$ cat src/rtl/bch_pkg.sv
// Shared constants and types for the serial BCH(63,51,t=2) encoder.
package bch_pkg;

    localparam int BCH_N = 63;
    localparam int BCH_K = 51;
    localparam int BCH_P = 12;

    localparam logic [12:0] BCH_GEN_POLY   = 13'h1539;
    localparam logic [11:0] BCH_X12_MOD_G  = 12'h539;
    localparam logic [6:0]  BCH_FIELD_POLY = 7'h43;

    typedef enum logic [1:0] {
        ST_LOAD,
        ST_PARITY,
        ST_DATA
    } t_bch_enc_state;

    // Multiply a residue by x and reduce modulo g(x).
    function automatic logic [BCH_P-1:0] mul_x_mod_g(input logic [BCH_P-1:0] v);
        return {v[BCH_P-2:0], 1'b0} ^ (v[BCH_P-1] ? BCH_GEN_POLY[BCH_P-1:0] : '0);
    endfunction

endpackage

$ cat src/rtl/bch_encoder_if.sv
// Stream handshake bundle for bch_encoder; BCH_ENC_ERR_INJECT_EN adds error-injection controls.
interface bch_encoder_if;

    logic       in_valid;
    logic       in_data;
    logic       in_ready;
    logic       out_valid;
    logic       out_data;
    logic       out_ready;
    logic       out_last;
`ifdef BCH_ENC_ERR_INJECT_EN
    logic       err_inj;
    logic [5:0] err_pos0;
    logic [5:0] err_pos1;
`endif

    modport master (
        output in_valid, in_data, out_ready,
        input  in_ready, out_valid, out_data, out_last
`ifdef BCH_ENC_ERR_INJECT_EN
        , output err_inj, err_pos0, err_pos1
`endif
    );

    modport slave (
        input  in_valid, in_data, out_ready,
        output in_ready, out_valid, out_data, out_last
`ifdef BCH_ENC_ERR_INJECT_EN
        , input err_inj, err_pos0, err_pos1
`endif
    );

endinterface

$ cat src/rtl/bch_rem_accum.sv
// Parity accumulator: R collects x^(12+k) mod g for every set message bit; T walks those residues.
module bch_rem_accum
    import bch_pkg::*;
(
    input  logic             clk,
    input  logic             rst,
    input  logic             clear,
    input  logic             load,
    input  logic             step,
    input  logic             bit_in,
    output logic [BCH_P-1:0] rem,
    output logic             rem_lsb_next
);

    logic [BCH_P-1:0] tap;

    // Bit 0 of R including the bit being accepted now, so c_0 can be presented without a bubble.
    assign rem_lsb_next = rem[0] ^ (step & bit_in & tap[0]);

    always_ff @(posedge clk or posedge rst) begin
        if (rst) begin
            rem <= '0;
            tap <= BCH_X12_MOD_G;
        end else begin
            if (clear)
                rem <= '0;
            else if (step && bit_in)
                rem <= rem ^ tap;

            if (load)
                tap <= BCH_X12_MOD_G;
            else if (step)
                tap <= mul_x_mod_g(tap);
        end
    end

endmodule

$ cat src/rtl/bch_encoder.sv
// Systematic serial BCH(63,51) encoder, x^0 first: 12 parity bits, then the 51 message bits.
// Optional macro BCH_ENC_ERR_INJECT_EN enables inversion of up to two output positions per frame.
module bch_encoder
    import bch_pkg::*;
(
    input  logic        clk,
    input  logic        rst,
    bch_encoder_if.slave bus
);

    t_bch_enc_state   state;
    logic [5:0]       k;
    logic [5:0]       j;
    logic [BCH_K-1:0] msg_buf;
    logic             in_ready_r;
    logic             out_valid_r;
    logic             out_data_r;
    logic             out_last_r;
    logic [BCH_P-1:0] rem;
    logic             rem_lsb_next;
    logic             take;
    logic             give;
    logic             frame_end;
    logic [3:0]       par_idx;
    logic [5:0]       data_idx;
    logic             flip_first;
    logic             flip_next;

    assign take      = in_ready_r && bus.in_valid;
    assign give      = out_valid_r && bus.out_ready;
    assign frame_end = give && (state == ST_DATA) && (j == 6'd62);
    assign par_idx   = j[3:0] + 4'd1;
    assign data_idx  = j - 6'd11;

    bch_rem_accum u_accum (
        .clk          (clk),
        .rst          (rst),
        .clear        (frame_end),
        .load         (frame_end),
        .step         (take),
        .bit_in       (bus.in_data),
        .rem          (rem),
        .rem_lsb_next (rem_lsb_next)
    );

`ifdef BCH_ENC_ERR_INJECT_EN
    logic       inj_q;
    logic [5:0] pos0_q;
    logic [5:0] pos1_q;

    function automatic logic flip(input logic en, input logic [5:0] p0,
                                  input logic [5:0] p1, input logic [5:0] idx);
        return en && ((idx == p0) || (idx == p1));
    endfunction

    // Controls are captured together with c_0 so that position 0 can be hit too.
    always_ff @(posedge clk or posedge rst) begin
        if (rst) begin
            inj_q  <= 1'b0;
            pos0_q <= 6'd63;
            pos1_q <= 6'd63;
        end else if (take && (k == 6'd50)) begin
            inj_q  <= bus.err_inj;
            pos0_q <= bus.err_pos0;
            pos1_q <= bus.err_pos1;
        end
    end

    assign flip_first = flip(bus.err_inj, bus.err_pos0, bus.err_pos1, 6'd0);
    assign flip_next  = flip(inj_q, pos0_q, pos1_q, j + 6'd1);
`else
    assign flip_first = 1'b0;
    assign flip_next  = 1'b0;
`endif

    always_ff @(posedge clk) begin
        if (take)
            msg_buf[k] <= bus.in_data;
    end

    always_ff @(posedge clk or posedge rst) begin
        if (rst) begin
            state       <= ST_LOAD;
            k           <= '0;
            j           <= '0;
            in_ready_r  <= 1'b1;
            out_valid_r <= 1'b0;
            out_data_r  <= 1'b0;
            out_last_r  <= 1'b0;
        end else begin
            case (state)
                ST_LOAD: begin
                    if (take) begin
                        if (k == 6'd50) begin
                            state       <= ST_PARITY;
                            in_ready_r  <= 1'b0;
                            out_valid_r <= 1'b1;
                            out_data_r  <= rem_lsb_next ^ flip_first;
                        end else begin
                            k <= k + 6'd1;
                        end
                    end
                end
                ST_PARITY: begin
                    if (give) begin
                        j <= j + 6'd1;
                        if (j == 6'd11) begin
                            state      <= ST_DATA;
                            out_data_r <= msg_buf[data_idx] ^ flip_next;
                        end else begin
                            out_data_r <= rem[par_idx] ^ flip_next;
                        end
                    end
                end
                ST_DATA: begin
                    if (give) begin
                        if (j == 6'd62) begin
                            state       <= ST_LOAD;
                            k           <= '0;
                            j           <= '0;
                            in_ready_r  <= 1'b1;
                            out_valid_r <= 1'b0;
                            out_data_r  <= 1'b0;
                            out_last_r  <= 1'b0;
                        end else begin
                            j          <= j + 6'd1;
                            out_data_r <= msg_buf[data_idx] ^ flip_next;
                            out_last_r <= (j == 6'd61);
                        end
                    end
                end
                default: state <= ST_LOAD;
            endcase
        end
    end

    assign bus.in_ready  = in_ready_r;
    assign bus.out_valid = out_valid_r;
    assign bus.out_data  = out_data_r;
    assign bus.out_last  = out_last_r;

endmodule

$ cat src/flat_wrapper.sv
// flat-port wrapper written by rule: the top's interface ports become plain ports
module bch_encoder_flat import bch_pkg::*;
  (clk, rst, bus_in_valid, bus_in_data, bus_out_ready, bus_in_ready, bus_out_valid, bus_out_data, bus_out_last);
  bch_encoder_if bus_i ();
  input  logic clk;
  input  logic rst;
  input wire logic [$bits(bus_i.in_valid)-1:0] bus_in_valid;
  input wire logic [$bits(bus_i.in_data)-1:0] bus_in_data;
  input wire logic [$bits(bus_i.out_ready)-1:0] bus_out_ready;
  output wire logic [$bits(bus_i.in_ready)-1:0] bus_in_ready;
  output wire logic [$bits(bus_i.out_valid)-1:0] bus_out_valid;
  output wire logic [$bits(bus_i.out_data)-1:0] bus_out_data;
  output wire logic [$bits(bus_i.out_last)-1:0] bus_out_last;
  assign bus_i.in_valid = bus_in_valid;
  assign bus_i.in_data = bus_in_data;
  assign bus_i.out_ready = bus_out_ready;
  assign bus_in_ready = bus_i.in_ready;
  assign bus_out_valid = bus_i.out_valid;
  assign bus_out_data = bus_i.out_data;
  assign bus_out_last = bus_i.out_last;
  bch_encoder u_core (.clk(clk), .rst(rst), .bus(bus_i));
endmodule
$ cat config.mk
export PLATFORM = sky130hd
export DESIGN_NAME = bch_encoder_flat
export DESIGN_NICKNAME = d
export VERILOG_FILES = /design/src/rtl/bch_pkg.sv /design/src/rtl/bch_encoder_if.sv /design/src/rtl/bch_rem_accum.sv /design/src/rtl/bch_encoder.sv /design/src/flat_wrapper.sv
export SDC_FILE = /design/constraint.sdc
export NUM_CORES = 1
export LEC_CHECK = 0
export BUFFER_PORTS_ARGS = -buffer_cell sky130_fd_sc_hd__buf_2
export CAP_MARGIN = 10
export CORE_MARGIN = 2
export CORE_UTILIZATION = 45
export CTS_BUF_LIST = sky130_fd_sc_hd__clkbuf_16
export CTS_CLUSTER_DIAMETER = 200
export DETAILED_ROUTE_END_ITERATION = 8
export GPL_ROUTABILITY_DRIVEN = 0
export GPL_TIMING_DRIVEN = 0
export SYNTH_ARGS = -nofsm -noshare
export SYNTH_HDL_FRONTEND = slang
export SYNTH_SLANG_ARGS = --single-unit
$ cat constraint.sdc
create_clock -name clk -period 4 [get_ports clk]
set_clock_uncertainty 0.05 [all_clocks]
set_input_delay 0.6 -clock clk [delete_from_list [all_inputs] [get_ports clk]]
set_output_delay 0.6 -clock clk [all_outputs]
set_load 0.005 [all_outputs]
==> Implementation_results.wiki, run 1 <==
{| class="wikitable"
! Metric !! Value
|-
| Start-to-end type of the worst setup path || register to register
|-
| Netlist area before placement || between 0.004 and 0.005 mm2
|-
| FFs w/ async S/R, synth || between 40% and 50%
|-
| Switching power || between 300 and 400 uW
|-
| Number of endpoints with negative hold slack in the final report || 0
|-
| Minimum setup slack after placement || about 0.27 ns
|-
| Mean instance size in the synthesized netlist || between 10 and 15 um2
|-
| Filler cells || between 900 and 1,000
|-
| Total core area || approximately 0.011 mm2
|-
| Sw Share || 20.4%
|-
| Post-synth EDFFs || just over 50
|-
| RSZ-0062 raised after global routing || false
|-
| Worst-Skew Late Latency || 0.34 ns
|-
| Max-cap violations || 0
|-
| Register-to-Register Setup Slack || 0.33 ns
|-
| Antenna cell count || 0
|-
| Standby leakage power || 0.00199 uW
|-
| Pins Over Slew Limit || 0
|-
| Worst r2r dst || u_core.bus.out_data
|-
| # H-tree levels || 3
|-
| WL per Instance || about 17 um
|-
| Final setup violating endpoints || 0
|-
| Count of nets left with antenna violations after detail routing || 0
|-
| Area used by multi-input combinational logic || approximately 0.0022 mm2
|-
| Slew at the pin closest to its max-slew limit || 0.811 ns
|-
| Count of distinct cell types in the synthesized netlist || 64
|-
| Vias in the first global route || between 3,000 and 4,000
|-
| Cell occurring most often along the worst timing path || buf_4
|-
| Count of pins on the block boundary || 9
|-
| Hold Crit Class || input pin to async pin
|-
| Number of nets produced by synthesis || 469
|-
| Final Critical Period || around 3.7 ns
|-
| GRT overflow || 0
|-
| Required time at the worst-slack endpoint || approximately 4.2 ns
|-
| Iteration-0 DRC count of the detailed router || roughly 140
|-
| P&R area growth vs syn || 10.7%
|-
| Number of cell rows || 38
|-
| Pin count of the biggest net entering global routing || 53
|-
| Total via count after detailed routing || around 3,400
|-
| TritonCTS clock tree || done
|-
| Internal Pwr Total || 1500 uW
|-
| CP max stage cell || buf_1
|-
| Height of the die || approximately 110 um
|-
| Post-cts repair resize count || 0
|-
| Slew Limit Headroom || 46.0%
|-
| Clock transition at the registers of the reported paths || approximately 0.070 ns
|-
| Initial antenna violation count || 0
|-
| Commonest cells after routing, fill and taps aside || nor2_1 (80), edfxtp_1 (51), nand2_1 (49), dfrtp_1 (35), clkbuf_1 (21)
|-
| Longest individual stage delay on the worst path || roughly 0.59 ns
|-
| Critical Path AT || 3.82 ns
|-
| HPWL Detailed || ~7600 um
|-
| Count of yosys warnings during synthesis || 0
|-
| Root buffer selected by CTS || clkbuf_16
|-
| Most common cell after layout, fill and taps aside || nor2_1
|-
| Number of vias per cell || around 5.5
|-
| List of cells traversed by the critical path || buf_4, buf_4, inv_1, ha_1, buf_2, buf_1, mux4_2, mux2i_1, o32ai_1, o211ai_1, a22oi_1
|-
| Residual DRC count || 0
|-
| Logic depth of the worst register-to-register path || 11
|-
| Die outline area || roughly 0.012 mm2
|-
| Proportion of power drawn by combinational gates || about 1.1%
|-
| Port Buffer Count || 8
|-
| Result of the run || finished clean
|-
| Sort of element at the start of the critical path || register
|-
| Number of register bits inferred by synthesis || 93
|-
| Register area share after synthesis || 52.4%
|-
| Post-layout nets || 489
|-
| Chip Width || about 110 um
|-
| Prevailing post-synth register cell || edfxtp_1
|-
| Area of all sequential standard cells || roughly 0.0026 mm2
|-
| Number of iterations in the first detailed-routing pass || 4
|-
| Hold-fix buffers at CTS || 0
|-
| Pwr Density || 344 mW/mm2
|-
| Relative contribution of sequential cells to total power || between 50% and 60%
|-
| Setup bufs post-CTS || 0
|-
| Achievable frequency || between 200 and 300 MHz
|-
| Clk sinks || slightly above 90
|-
| CP Capture Type || register
|-
| Gate count of the mapped netlist || approximately 460
|-
| Minimum hold slack || 0.0634 ns
|-
| TNS Setup || 0 ns
|-
| Starting density of the core || between 40% and 50%
|-
| Share of cells above drive strength 1 || between 10% and 20%
|-
| Global routing usage summed across all routing layers || between 10% and 20%
|-
| Number of buffers on the longest clock path || 2
|-
| First-pass GRT wire length || 17,600 um
|-
| Worst voltage drop across the vdd grid || approximately 180 uV
|-
| Crit path setup slack, layout || between 0.3 and 0.4 ns
|-
| Clk network pwr share || 45.1%
|-
| Startpoint of the lowest-slack register-to-register path || u_core.j[0]
|-
| Routed wire length || roughly 11,000 um
|-
| TritonCTS Buffers || 9
|-
| Largest fanout of any net on the critical path || 10
|-
| Fraction of the cycle the final worst path needs || roughly 92%
|}
==> layout make-up <==
class	instances	share of cell area, %
plain buffers	33	2.90
clock buffers	9	4.12
clock inverters	7	1.21
inverters	11	0.755
multi-input cells	318	39.4
flip-flops and latches	93	47.4
well taps	140	3.20
repair buffers	9	1.10
==> registers in the layout, summed over array words and instances, names as in the netlist, 2 cells and up <==
signal and cells:
u_core.j 6, u_core.k 6, u_core.msg_buf 51, u_core.state 2
u_core.u_accum.rem 12, u_core.u_accum.tap 12
==> worst max path at each step <==
stage | startpoint | to | slack (ns) | cells past startpoint
floorplan | u_core.j[0] | u_core.bus.out_data | 1.24 | 11
global placement | u_core.j[0] | u_core.bus.out_data | 0.31 | 11
detailed placement | u_core.j[0] | u_core.bus.out_data | 0.27 | 11
CTS | u_core.j[0] | u_core.bus.out_data | 0.27 | 11
global route | u_core.j[0] | u_core.bus.out_data | 0.14 | 11
finish | u_core.j[0] | u_core.bus.out_data | 0.33 | 11
==> synth_stat cells (5+ instances only) <==
library cell   n  area (um2)
a21oi_1       14        70.1
clkbuf_1      21        78.8
dfrtp_1       35         876
dfstp_2        7         184
edfxtp_1      51        1530
ha_1           9         113
inv_1         11        41.3
mux2i_1        8        80.1
mux4_2        14         315
nand2_1       49         184
nand2b_1       5        31.3
nand3_1       10        50.1
nand3b_1       7        52.6
nor2_1        80         300
o211ai_1       7        52.6
o21ai_0       18        90.1
o31ai_1        9        67.6
or2_2          5        31.3
xnor2_1        7        61.3
xor2_1        14         123
==> logic make-up after synthesis <==
kind of cell	Yosys count	synth area share, %
XOR/XNOR	22	4.05
buffers and inverters	44	4.05
adder cells (fa/ha/maj)	9	2.28
multiplexers	23	8.22
flip-flops	93	52.4
AND/OR/NAND/NOR	192	18.9
AO/OA/AOI/OAI	72	10.1
==> stage by stage <==
stage / instances / util, % / area (um2) / total power [uW]
floorplan: 455 / - / 4940 / 1040
global placement: 603 / 47.8 / 5160 / 1050
detailed placement: 604 / 48.0 / 5180 / 1050
CTS: 620 / 50.7 / 5470 / 1900
global route: 620 / 50.7 / 5470 / 1930
finish: 620 / 50.7 / 5470 / 1880
==> power groups by stage <==
stage	Sequential, uW	Combinational [uW]	Clock (uW)
2_1_floorplan	1030	6.49	0
3_3_place_gp	1030	18.0	0
3_5_place_dp	1030	21.3	0
4_1_cts	1010	21.3	864
5_1_grt	1010	23.5	899
6_report	1010	20.5	848
==> per-layer routing <==
metal | global-route usage, % | vias up | wire [um]
li1 | - | 1658 | -
met1 | 29.0 | 1677 | 5210
met2 | 30.3 | 49 | 5080
met3 | 3.29 | 8 | 358
met4 | 6.59 | 0 | 112
met5 | 0 | - | 0
==> worst max-delay path: cells and delay by family, from the launching register on <==
kind                     cells  cell delay [ns]
buffers and inverters        5             1.58
multiplexers                 2             0.63
AO/OA/AOI/OAI                3             0.50
flip-flops                   1             0.47
adder cells (fa/ha/maj)      1             0.30
Power figures use the tool's default switching activity.
==> inputs of run 2 (changes only) <==
--- a/config.mk
+++ b/config.mk
@@ -14,6 +14,8 @@
 export DETAILED_ROUTE_END_ITERATION = 8
 export GPL_ROUTABILITY_DRIVEN = 0
 export GPL_TIMING_DRIVEN = 0
+export SETUP_SLACK_MARGIN = 0.5
 export SYNTH_ARGS = -nofsm -noshare
 export SYNTH_HDL_FRONTEND = slang
+export SYNTH_HIERARCHICAL = 1
 export SYNTH_SLANG_ARGS = --single-unit
==> Implementation_results.wiki, run 2 <==
{| class="wikitable"
! Metric !! Value
|-
| Pin count of the biggest net entering global routing || 55 (+3.8%)
|-
| Final Critical Period || 3.21 ns (-0.459 ns)
|-
| Share of cells above drive strength 1 || 19.6% (+4.0 points)
|-
| Logic depth of the worst register-to-register path || 11 (unchanged)
|-
| Count of nets left with antenna violations after detail routing || 0 (unchanged)
|-
| Global routing usage summed across all routing layers || 19.0% (-0.86 points)
|-
| Gate count of the mapped netlist || 420 (-7.7%)
|-
| Finished Core Util || 50.4% (-0.26 points)
|-
| Count of non-filler cells in the finished layout || 584 (-5.8%)
|-
| Number of cells after detailed placement || 568 (-6.0%)
|-
| Setup bufs post-CTS || 0 (unchanged)
|-
| Dominant cell by count in the synthesized netlist || nor2_1
|-
| Top cells by instance count after synthesis || nor2_1 (81), edfxtp_1 (51), dfrtp_1 (35), nand2_1 (23), o21ai_0 (17)
|-
| TritonCTS clock tree || done
|-
| Longest individual stage delay on the worst path || 0.45 ns (-0.14 ns)
|-
| RSZ-0062 raised after global routing || false
|-
| Initial antenna violation count || 0 (unchanged)
|-
| # H-tree levels || 3 (unchanged)
|-
| Number of vias per cell || 5.48 (about the same)
|-
| Relative contribution of sequential cells to total power || 54.1% (+0.3 points)
|-
| Most common cell after layout, fill and taps aside || nor2_1
|-
| First-pass GRT wire length || 16,500 um (-6.2%)
|-
| Hold Crit Class || input pin to async pin
|-
| Number of iterations in the first detailed-routing pass || 6 (+2)
|-
| Switching power || 376 uW (-1.8%)
|-
| Number of endpoints with negative hold slack in the final report || 0 (unchanged)
|-
| Max-cap violations || 0 (unchanged)
|-
| Antenna cell count || 0 (unchanged)
|-
| TNS Setup || 0 ns (unchanged)
|-
| Fraction of the cycle the final worst path needs || 80.3% (-11 points)
|-
| Prevailing post-synth register cell || edfxtp_1
|-
| Final instance area || 0.00540 mm2 (-1.4%)
|-
| Clk sinks || 93 (unchanged)
|-
| Reg with most FFs || u_core/msg_buf
|-
| P&R area growth vs syn || 10.4%
|-
| Number of buffers on the longest clock path || 2 (unchanged)
|-
| Cell area after placement || 0.00510 mm2 (-1.5%)
|-
| Mean instance size in the synthesized netlist || 11.6 um2 (+7.1%)
|-
| CP Capture Type || register
|-
| Top cells by area in the synthesized netlist || edfxtp_1 (31%), dfrtp_1 (18%), mux4_2 (6.9%)
|-
| Chip Width || 108 um (-0.55%)
|-
| Register-to-Register Setup Slack || 0.79 ns (+0.46 ns)
|-
| FFs w/ async S/R, synth || 45.2% (unchanged)
|-
| Vias in the first global route || 3,139 (-5.9%)
|-
| Start-to-end type of the worst setup path || register to register
|-
| Count of pins on the block boundary || 9 (unchanged)
|-
| Largest fanout of any net on the critical path || 10 (unchanged)
|-
| Clk network pwr share || 44.7% (-0.4 points)
|-
| Clock transition at the registers of the reported paths || 0.07 ns (about the same)
|-
| Port Buffer Count || 8 (unchanged)
|-
| Total via count after detailed routing || 3,198 (-5.7%)
|-
| Final setup violating endpoints || 0 (unchanged)
|-
| HPWL Detailed || 6760 um (-12%)
|-
| Pwr Density || 347 mW/mm2 (+0.95%)
|-
| Sort of element at the start of the critical path || register
|-
| Slew at the pin closest to its max-slew limit || 0.969 ns (+0.158 ns)
|-
| Die outline area || 0.0117 mm2 (-1.1%)
|-
| Total stage count of the critical path || 11 (unchanged)
|-
| Number of cell rows || 38 (unchanged)
|-
| Post-layout nets || 453 (-7.4%)
|-
| Crit path setup slack, layout || 0.788 ns (+0.459 ns)
|-
| Iteration-0 DRC count of the detailed router || 156 (+12%)
|-
| Cell accounting for the most synthesized area || edfxtp_1
|-
| Required time at the worst-slack endpoint || 4.15 ns (about the same)
|-
| Root buffer selected by CTS || clkbuf_16
|-
| Largest registers || u_core/msg_buf (51), u_core/u_accum/rem (12), u_core/u_accum/tap (12)
|-
| Crit-path leading delay family || buffers and inverters
|-
| CP max stage cell || dfrtp_1
|-
| Internal Pwr Total || 1500 uW (-0.13%)
|-
| Slew Limit Headroom || 35.3% (-11 points)
|-
| GRT overflow || 0 (unchanged)
|-
| Proportion of power drawn by combinational gates || 1.2% (about the same)
|-
| Achievable frequency || 311 MHz (+14%)
|-
| Routed wire length || 10,100 um (-6.0%)
|-
| Number of register bits inferred by synthesis || 93 (unchanged)
|-
| Residual DRC count || 0 (unchanged)
|-
| TritonCTS Buffers || 9 (unchanged)
|-
| Count of yosys warnings during synthesis || 6 (+6)
|-
| Standby leakage power || 0.00204 uW (+2.1%)
|-
| Count of distinct cell types in the synthesized netlist || 54 (-16%)
|-
| List of cells traversed by the critical path || buf_4, buf_4, inv_1, ha_1, buf_2, clkbuf_2, mux4_2, mux2i_1, mux2i_1, o22ai_1, o21ai_0
|-
| Worst voltage drop across the vdd grid || 258 uV (+42%)
|-
| Sum of buffers and inverters on the critical path || 5 (unchanged)
|-
| Starting density of the core || 45.7% (-0.12 points)
|-
| Result of the run || finished clean
|-
| Post-synth EDFFs || 51 (unchanged)
|-
| Number of flip-flops under the largest register name || 51 (unchanged)
|-
| Top cell type's share of synthesized area || 31.3% (+0.36 points)
|-
| Register area share after synthesis || 53.0% (+0.60 points)
|-
| Commonest cells after routing, fill and taps aside || nor2_1 (81), edfxtp_1 (51), dfrtp_1 (35), nand2_1 (23), o21ai_0 (17)
|-
| Minimum setup slack after placement || 0.439 ns (+0.164 ns)
|-
| Total core area || 0.0107 mm2 (-0.88%)
|-
| Critical Path AT || 3.36 ns (-0.46 ns)
|-
| Sw Share || 20.1% (-0.27 points)
|-
| Number of nets produced by synthesis || 434 (-7.5%)
|-
| WL per Instance || 17.3 um (-0.24%)
|-
| Height of the die || 108 um (-0.55%)
|-
| Pins Over Slew Limit || 0 (unchanged)
|-
| Netlist area before placement || 0.00489 mm2 (-1.1%)
|-
| Worst-Skew Late Latency || 0.34 ns (about the same)
|}
## run 2: changes by cell type in the layout (fill, tap and decap cells not counted), moves of 6 or more
cell      before  now
xor2_1        14    4
buf_4          4   10
clkbuf_1      21    9
nand2_1       49   23
nor2b_1        2   14
nor3_1         2   10
mux2i_1        8   16
mux2_4         0    9
o211ai_1       7    0
## run 2: path summary, 6_finish.rpt
path,from,endpoint
min in group clk,u_core/bus.out_last,u_core/bus.out_last
worst min-delay path,rst,u_core/j[1]
max in group asynchronous,rst,u_core/u_accum/rem[5]
worst min register to register,u_core/bus.out_last,u_core/bus.out_last
worst max register to register,u_core/j[0],u_core/bus.out_data
worst max-delay path,u_core/j[0],u_core/bus.out_data
## run 2: timing repair
action	CTS	global route
setup endpoints to repair	1	0
resized for setup	1	0
hold buffers	0	0
## run 2: cell type report
cell class                 count  area, um2
buffer                        26        165
inverter                      15       56.3
fill                         948       5300
tap                          140        175
multi-input combinational    286       2080
clock buffer                   9        225
clock inverter                 7       65.1
timing repair buffer           8       40.0
sequential                    93       2590
## run 2: layer usage
layer,GRT usage (%),share of wire [%]
met3,3.68,3.4
met5,0,0
met4,7.88,0.91
met2,29.5,48
met1,26.3,48
## run 2: cells by family after synthesis
group                      synth area share (%)
muxes                                      14.1
AOI/OAI and AO/OA                          5.99
adders and majority gates                  2.30
DFF                                        53.0
xor gates and xnor gates                   2.66
and+or+nand+nor                            17.4
buffers and inverters                      4.50
## run 2: power groups by stage
stage | registers [uW] | logic (uW) | clock network, uW
after global routing | 1010 | 25.3 | 901
after global placement | 1030 | 22.0 | 0
after CTS | 1010 | 22.6 | 867
final | 1010 | 21.6 | 838
after floorplan | 1030 | 9.60 | 0
after detailed placement | 1030 | 22.6 | 0
## run 2: metrics by stage
stage | hold slack [ns] | total power (uW)
3_3_place_gp | 0.425 | 1050
6_report | 0.342 | 1870
4_1_cts | 0.357 | 1900
2_1_floorplan | 0.418 | 1040
3_5_place_dp | 0.443 | 1050
5_1_grt | 0.413 | 1940
## run 2: worst reg2reg max path: cells and delay by family (launching register included)
family	cells	cell delay, ns
DFF	1	0.45
muxes	3	0.64
AOI/OAI and AO/OA	2	0.36
adders and majority gates	1	0.28
buffers and inverters	5	1.28
